File: config.mk
export PLATFORM = sky130hd
export DESIGN_NAME = even_down_counter
export DESIGN_NICKNAME = d
export VERILOG_FILES = /design/src/rtl/even_down_counter.sv
export SDC_FILE = /design/constraint.sdc
export NUM_CORES = 1
export LEC_CHECK = 0
export ABC_AREA = 1
export BUFFER_PORTS_ARGS = -buffer_cell sky130_fd_sc_hd__buf_2
export CORE_AREA = 2 2 39 41
export DETAILED_ROUTE_END_ITERATION = 10
export DIE_AREA = 0 0 41 43
export GPL_TIMING_DRIVEN = 0
export PLACE_DENSITY = 0.64
export SKIP_LAST_GASP = 1
export SYNTH_ARGS = -nofsm -noshare
export SYNTH_HDL_FRONTEND = slang
export SYNTH_SLANG_ARGS = --single-unit
export TNS_END_PERCENT = 50
File: constraint.sdc
create_clock -name clk -period 2.16 [get_ports clk]
set_input_delay 0.432 -clock clk [delete_from_list [all_inputs] [get_ports clk]]
set_output_delay 0.432 -clock clk [all_outputs]
set_load 0.1 [all_outputs]
File: src/rtl/even_down_counter.sv
// -----------------------------------------------------------------------------
// even_down_counter
//
// Synchronous even down-counter. Steps by 2 from TOP = 2^WIDTH - 2 toward 0,
// with enable, parallel load, a registered terminal-count pulse and an
// optional stop-at-zero mode. Companion of the even up-counter in the counter
// library: same clocking and reset style, opposite count direction.
//
// Parameters:
//   WIDTH    counter width in bits (minimum 2)
//   WRAP     1 = wrap from 0 back to TOP, 0 = stop and hold at 0
//
// Ports:
//   clk       in   1      rising-edge clock
//   reset     in   1      synchronous, active-high reset (q=TOP, tc=0, done=0)
//   en        in   1      count enable, decrements q by 2 per clock
//   load      in   1      parallel-load strobe (priority over en)
//   load_val  in   WIDTH  load value, bit 0 ignored
//   q         out  WIDTH  counter value, q[0] is always 0
//   zero      out  1      combinational, high when q == 0
//   tc        out  1      one-cycle pulse after q reaches 0 by counting
//   done      out  1      sticky stop-at-zero flag (always 0 when WRAP=1)
// -----------------------------------------------------------------------------
module even_down_counter #(
    parameter int unsigned WIDTH = 8,
    parameter bit          WRAP  = 1'b1
) (
    input  logic             clk,
    input  logic             reset,
    input  logic             en,
    input  logic             load,
    input  logic [WIDTH-1:0] load_val,
    output logic [WIDTH-1:0] q,
    output logic             zero,
    output logic             tc,
    output logic             done
);

    // Only the counting bits [WIDTH-1:1] are state; q[0] is a constant 0.
    logic [WIDTH-1:1] r_cnt;
    logic             r_tc;
    logic             r_done;

    logic [WIDTH-1:1] w_borrow;
    logic [WIDTH-1:1] w_next;
    logic             w_at_zero;
    logic             w_next_zero;
    logic             w_unused_lsb;

    // Load value LSB is discarded by design.
    assign w_unused_lsb = load_val[0];

    // Ripple-borrow chain: bit i toggles when every lower counting bit is 0.
    // At q == 0 every bit toggles, which lands exactly on TOP (all ones).
    always_comb begin
        w_borrow    = '0;
        w_borrow[1] = 1'b1;
        for (int unsigned i = 2; i < WIDTH; i++) begin
            w_borrow[i] = w_borrow[i-1] & ~r_cnt[i-1];
        end
    end

    assign w_next      = r_cnt ^ w_borrow;
    assign w_at_zero   = (r_cnt == '0);
    assign w_next_zero = (w_next == '0);

    always_ff @(posedge clk) begin
        if (reset) begin
            r_cnt  <= '1;
            r_tc   <= 1'b0;
            r_done <= 1'b0;
        end else if (load) begin
            r_cnt  <= load_val[WIDTH-1:1];
            r_tc   <= 1'b0;
            r_done <= 1'b0;
        end else if (en) begin
            r_tc <= 1'b0;
            if (w_at_zero) begin
                if (WRAP) begin
                    r_cnt <= w_next;
                end else begin
                    r_done <= 1'b1;
                end
            end else begin
                r_cnt <= w_next;
                r_tc  <= w_next_zero;
            end
        end else begin
            r_tc <= 1'b0;
        end
    end

    assign q    = {r_cnt, 1'b0};
    assign zero = w_at_zero;
    assign tc   = r_tc;
    assign done = r_done;

endmodule

==> results of run 1 <==
final timing paths:
check                  end   startpoint  cells past startpoint  slack [ns]
setup / recovery      zero     r_cnt[1]                      5        0.22
hold / removal    r_cnt[1]  load_val[1]                      3        0.40
setup reg to reg        tc     r_cnt[1]                     10        0.34
hold reg to reg   r_cnt[2]     r_cnt[2]                      2        0.49
power groups by stage:
stage                     combinational, mW  sequential [mW]  clock, mW
after CTS                             0.171            0.168      0.125
after global placement                0.170            0.171          0
final                                 0.170            0.168      0.120
after detailed placement              0.170            0.171          0
after global routing                  0.182            0.170      0.130
after floorplan                      0.0619            0.250          0
layout make-up:
type | instances | area [sq um] | share of cell area, %
multi-input cells | 48 | 295.3 | 44.70
plain buffers | 3 | 26.28 | 3.977
clock buffers | 3 | 22.52 | 3.409
well taps | 16 | 20.02 | 3.030
flip-flops and latches | 8 | 163.9 | 24.81
repair buffers | 18 | 90.09 | 13.64
inverters | 10 | 42.54 | 6.439
cell families (layout without fill, tap and decap cells):
kind of cell,after synthesis,count (layout),synth area share (%)
AO/OA/AOI/OAI,11,11,13.17
adder cells (fa/ha/maj),6,6,14.63
AND/OR/NAND/NOR,29,29,26.83
other,1,2,0.7310
buffers and inverters,13,34,13.41
flip-flops,8,8,31.22
sequential cells by signal, summed over array words and instances (netlist names):
name,cells
r_cnt,7
tc,1
routing by layer:
metal  vias to the layer above  GRT usage [%]  share of wire, %
li1                        264              -                 -
met1                       216          19.74                46
met2                        11          21.56                49
met3                         0          3.141               5.4
met4                         0          8.000                 0
met5                         -              0                 0
worst max-delay path, delay by kind of cell (launching register included):
kind / cells / cell delay, ns
fa+ha+maj: 1 / 0.16
simple gates: 2 / 0.27
flops: 1 / 0.34
buf+inv: 2 / 0.47
through the flow:
stage | instances | util [%]
after floorplan | 69 | -
after global placement | 103 | 46.11
after detailed placement | 103 | 46.11
after CTS | 106 | 47.74
after global routing | 106 | 47.74
final | 106 | 47.74
cell usage in the layout, fill, tap and decap left out, drive strengths merged:
cell type / n
a21oi: 6
nor2: 5
buf: 21
inv: 10
conb: 2
dfxtp: 8
nand2: 18
clkbuf: 3
nand3: 5
o211ai: 5
ha: 6
nand4: 1
==> qor.tcl, run 1 <==
set qor(crit_slowest_cell) {sky130_fd_sc_hd__buf_2}
set qor(hpwlAfterDp_um) 832
set qor(fin_setup_tns_ns) 0
set qor(timing.final.ws_setup_ns) 0.2156
set qor(antenna_found_initial) 0
set qor(cts.clk_slew.worst_paths_ns) 0.06
set qor(hold_slack_ns) 0.4039
set qor(synth.area.top_cells) {sky130_fd_sc_hd__dfxtp_1 (31%), sky130_fd_sc_hd__ha_1 (15%), sky130_fd_sc_hd__nand2_1 (12%)}
set qor(vdd_ir_drop_max_uv) 301.2
set qor(tritoncts) {built}
set qor(final.min_clock_period_ns) 1.944
set qor(synth.ff_latch_count) 8
set qor(setup_violations) 0
set qor(flow.area_growth_from_synthesis_pct) 28.78
set qor(maximum_number_of_pins_on_one_net_before_global_route_repair) 10
set qor(cts_sinks) 8
set qor(die_x_um) 41
set qor(route.vias.total) 491
set qor(synthCells) 68
set qor(static_power_due_to_leakage_nw) 0.3660
set qor(power.share.sequential_pct) 36.7
set qor(clkPwrFrac_pct) 26.1
set qor(initial_utilization_pct) 37.07
set qor(critPathKind) {flop to primary output}
set qor(max_slew_violation_total_from_the_final_report) 0
set qor(cts_hold_repair.buffers) 0
set qor(pwr-share-comb_pct) 37.2
set qor(power.density_mw_per_mm2) 693.1
set qor(final_min_period_over_clock_period_pct) 90.02
set qor(drtPass1Iterations) 4
set qor(timing.critical_path.cells) {inv_1 -> ha_1 -> nand3_1 -> nor2_4 -> buf_2}
set qor(cp_data_required_time_ns) 1.73
set qor(fin_skew_ns) 0.009894
set qor(n_antenna_cell) 0
set qor(total_detailed_routing_wirelength_um) 1062
set qor(number_of_levels_the_h_tree_was_split_into) 1
set qor(max_cap_violations) 0
set qor(power.share.switching_pct) 43.28
set qor(p_switching_mw) 0.1982
set qor(synth-async-reset-ratio_pct) 0
set qor(floorplan.io_pins) 23
set qor(syn_area_per_cell_sq_um) 7.544
set qor(yosysWarningCount) 0
set qor(count_of_filler_cells_inserted_in_the_layout) 151
set qor(pre_cts_ws_ns) 0.3453
set qor(cts_inserted_buffers) 3
set qor(clk_root_buffer_cell) {sky130_fd_sc_hd__clkbuf_4}
set qor(post_cts_resize_count) 0
set qor(synth-seq-area-share_pct) 31.22
set qor(power.internal_mw) 0.2597
set qor(finish.instance_area_sq_um) 660.6
set qor(place.gp.congestion) 0.7806
set qor(global_route_wire_length_before_repair_um) 1773
set qor(post_synth_instance_area_sq_um) 513.0
set qor(globalRoute.totalOverflow) 0
set qor(wire_per_inst_um) 10.02
set qor(synth_cell_types) 18
set qor(nets) 110
set qor(longest_clk_path_bufs) 2
set qor(drc_errors) 0
set qor(critPathLaunchType) {flop}
set qor(post-synth-top-area-fraction_pct) 31.22
set qor(dpl-instance-area_sq_um) 638.1
set qor(fmax_mhz) 514.3
set qor(hold_path.class) {input port to flop}
set qor(core_ar_sq_mm) 0.001384
set qor(run_status) {finished clean}
set qor(critPathCaptureType) {primary output}
set qor(vias_per_cell) 4.632
set qor(drt_first_iter_violations) 11
set qor(numPortBuffers) 18
set qor(post_synth_most_frequent_cells) {sky130_fd_sc_hd__nand2_1 (16), sky130_fd_sc_hd__dfxtp_1 (8), sky130_fd_sc_hd__inv_1 (8)}
set qor(rsz_0062_raised_after_global_routing) {no}
set qor(postCtsSetupRepairBufs) 0
set qor(groute.usage.overall_pct) 14.89
set qor(via_count_of_the_first_global_routing_pass) 442
set qor(post-layout-total-power_mw) 0.4579
set qor(post-synth-top-count-cell) {sky130_fd_sc_hd__nand2_1}
set qor(worst_skew_pair.late_latency_ns) 0.26
set qor(drtAntennaViolNets) 0
set qor(worst_path_maximum_fanout) 5
set qor(placement_rows) 14
set qor(drive_gt1_share_pct) 37.78
set qor(synth_enable_flop_cells) 0
set qor(dieHeight_um) 43
set qor(hold_viol) 0
set qor(critical-path-max-stage-delay_ns) 0.42
set qor(worstPathArrival_ns) 1.51
set qor(die_area_sq_mm) 0.001763
set qor(synth_top_flop_cell) {sky130_fd_sc_hd__dfxtp_1}
set qor(synth_top_area_cell) {sky130_fd_sc_hd__dfxtp_1}
Power figures use the tool's default switching activity.
==> run 2: changes to the inputs <==
Settings changed: REMOVE_ABC_BUFFERS set to 1.
==> qor.tcl, run 2 (same netlist as run 1, synthesis figures left out) <==
set qor(hpwlAfterDp_um) 828.6
set qor(vdd_ir_drop_max_uv) 274.7
set qor(die_x_um) 41
set qor(tritoncts) {built}
set qor(maximum_number_of_pins_on_one_net_before_global_route_repair) 10
set qor(cts_inserted_buffers) 3
set qor(power.density_mw_per_mm2) 712.4
set qor(clkPwrFrac_pct) 25.6
set qor(rsz_0062_raised_after_global_routing) {no}
set qor(die_area_sq_mm) 0.001763
set qor(power.share.sequential_pct) 37.3
set qor(fin_skew_ns) 0.002158
set qor(drt_first_iter_violations) 10
set qor(cts.clk_slew.worst_paths_ns) 0.06
set qor(path_buf_inv) 2
set qor(critPathCaptureType) {primary output}
set qor(n_antenna_cell) 0
set qor(drc_errors) 0
set qor(placement_rows) 14
set qor(via_count_of_the_first_global_routing_pass) 396
set qor(floorplan.io_pins) 23
set qor(clk_root_buffer_cell) {sky130_fd_sc_hd__clkbuf_4}
set qor(count_of_filler_cells_inserted_in_the_layout) 155
set qor(wire_per_inst_um) 10.07
set qor(global_route_wire_length_before_repair_um) 1662
set qor(critPathKind) {flop to primary output}
set qor(route.vias.total) 497
set qor(top_register) {r_cnt}
set qor(cts_hold_repair.buffers) 0
set qor(static_power_due_to_leakage_nw) 0.3535
set qor(fmax_mhz) 523.6
set qor(antenna_found_initial) 0
set qor(worst_path_maximum_fanout) 5
set qor(worst_skew_pair.late_latency_ns) 0.25
set qor(finish.instance_area_sq_um) 628.1
set qor(cp_data_required_time_ns) 1.73
set qor(final_cell_mix) {sky130_fd_sc_hd__buf_2 (19), sky130_fd_sc_hd__nand2_1 (16), sky130_fd_sc_hd__inv_1 (8), sky130_fd_sc_hd__dfxtp_1 (8)}
set qor(largest_register_ffs) 7
set qor(max_slew_violation_total_from_the_final_report) 0
set qor(longest_clk_path_bufs) 2
set qor(place.gp.congestion) 0.6970
set qor(cp_top_family) {buffers and inverters}
set qor(hold_path.class) {input port to flop}
set qor(post-layout-total-power_mw) 0.4474
set qor(cts_sinks) 8
set qor(final_min_period_over_clock_period_pct) 88.42
set qor(critPathLaunchType) {flop}
set qor(timing.critical_path.cells) {inv_1 -> ha_1 -> nand3_1 -> nor2_1 -> buf_2}
set qor(nets) 108
set qor(postCtsSetupRepairBufs) 0
set qor(vias_per_cell) 4.779
set qor(flow.area_growth_from_synthesis_pct) 22.44
set qor(final.min_clock_period_ns) 1.910
set qor(crit_slowest_cell) {sky130_fd_sc_hd__buf_2}
set qor(number_of_levels_the_h_tree_was_split_into) 1
set qor(setup_violations) 0
set qor(globalRoute.totalOverflow) 0
set qor(run_status) {finished clean}
set qor(dieHeight_um) 43
set qor(power.internal_mw) 0.2547
set qor(dpl-instance-area_sq_um) 605.6
set qor(power.share.switching_pct) 43.08
set qor(post_cts_resize_count) 0
set qor(drtAntennaViolNets) 0
set qor(initial_utilization_pct) 37.07
set qor(drtPass1Iterations) 4
set qor(p_switching_mw) 0.1928
set qor(numPortBuffers) 19
set qor(final_common_cell) {sky130_fd_sc_hd__buf_2}
set qor(hold_viol) 0
set qor(groute.usage.overall_pct) 14.17
set qor(critical-path-max-stage-delay_ns) 0.45
set qor(total_detailed_routing_wirelength_um) 1047
set qor(pwr-share-comb_pct) 37.1
set qor(drive_gt1_share_pct) 31.82
set qor(worstPathArrival_ns) 1.48
set qor(max_cap_violations) 0
set qor(core_ar_sq_mm) 0.001384
==> run 2: cell count changes in the layout (fill, tap and decap cells not counted), sizes merged <==
cell  previous run  this run
buf             21        19
==> run 2: tightest hold or removal path: cells and delay by family <==
kind | cells | cell delay (ns)
AND/OR/NAND/NOR | 1 | 0.07
AO/OA/AOI/OAI | 1 | 0.05
buffers and inverters | 1 | 0.07
==> run 2: power by group through the flow <==
stage	sequential (mW)	clock (mW)	combinational, mW
2_1_floorplan	0.248	0	0.0544
3_3_place_gp	0.170	0	0.166
3_5_place_dp	0.170	0	0.167
4_1_cts	0.167	0.119	0.167
5_1_grt	0.169	0.125	0.176
6_report	0.167	0.115	0.166
==> run 2: layout make-up <==
type / instances / area, sq um / area share [%]
repair buffers: 19 / 95.09 / 15.14
multi-input cells: 48 / 287.8 / 45.82
inverters: 10 / 42.54 / 6.773
clock buffers: 3 / 22.52 / 3.586
well taps: 16 / 20.02 / 3.187
flip-flops and latches: 8 / 160.2 / 25.50
==> run 2: metrics by stage <==
| step | hold WS [ns] | std cells | setup slack, ns | util, % | setup TNS [ns] |
|---|---|---|---|---|---|
| 6_report | 0.4066 | 104 | 0.2502 | 45.39 | 0 |
| 2_1_floorplan | 0.5369 | 66 | -0.6462 | - | -1.626 |
| 3_3_place_gp | 0.4874 | 101 | 0.3299 | 43.76 | 0 |
| 4_1_cts | 0.4013 | 104 | 0.2225 | 45.39 | 0 |
| 3_5_place_dp | 0.4927 | 101 | 0.3235 | 43.76 | 0 |
| 5_1_grt | 0.4159 | 104 | 0.1365 | 45.39 | 0 |
==> run 2: final timing paths <==
| path | from | to | slack [ns] | depth (start not counted) |
|---|---|---|---|---|
| max | r_cnt[1] | zero | 0.25 | 5 |
| min | load_val[7] | r_cnt[7] | 0.41 | 3 |
| max reg2reg | r_cnt[1] | tc | 0.32 | 10 |
| min reg2reg | r_cnt[6] | r_cnt[6] | 0.50 | 2 |
==> run 2: metal layers <==
layer  share of wire [%]  GRT usage (%)  up-vias
li1                    -              -      263
met1                  46          20.00      216
met2                  48          19.06       14
met3                 3.7          3.141        4
met4                 2.0          8.000        0
met5                   0              0        -
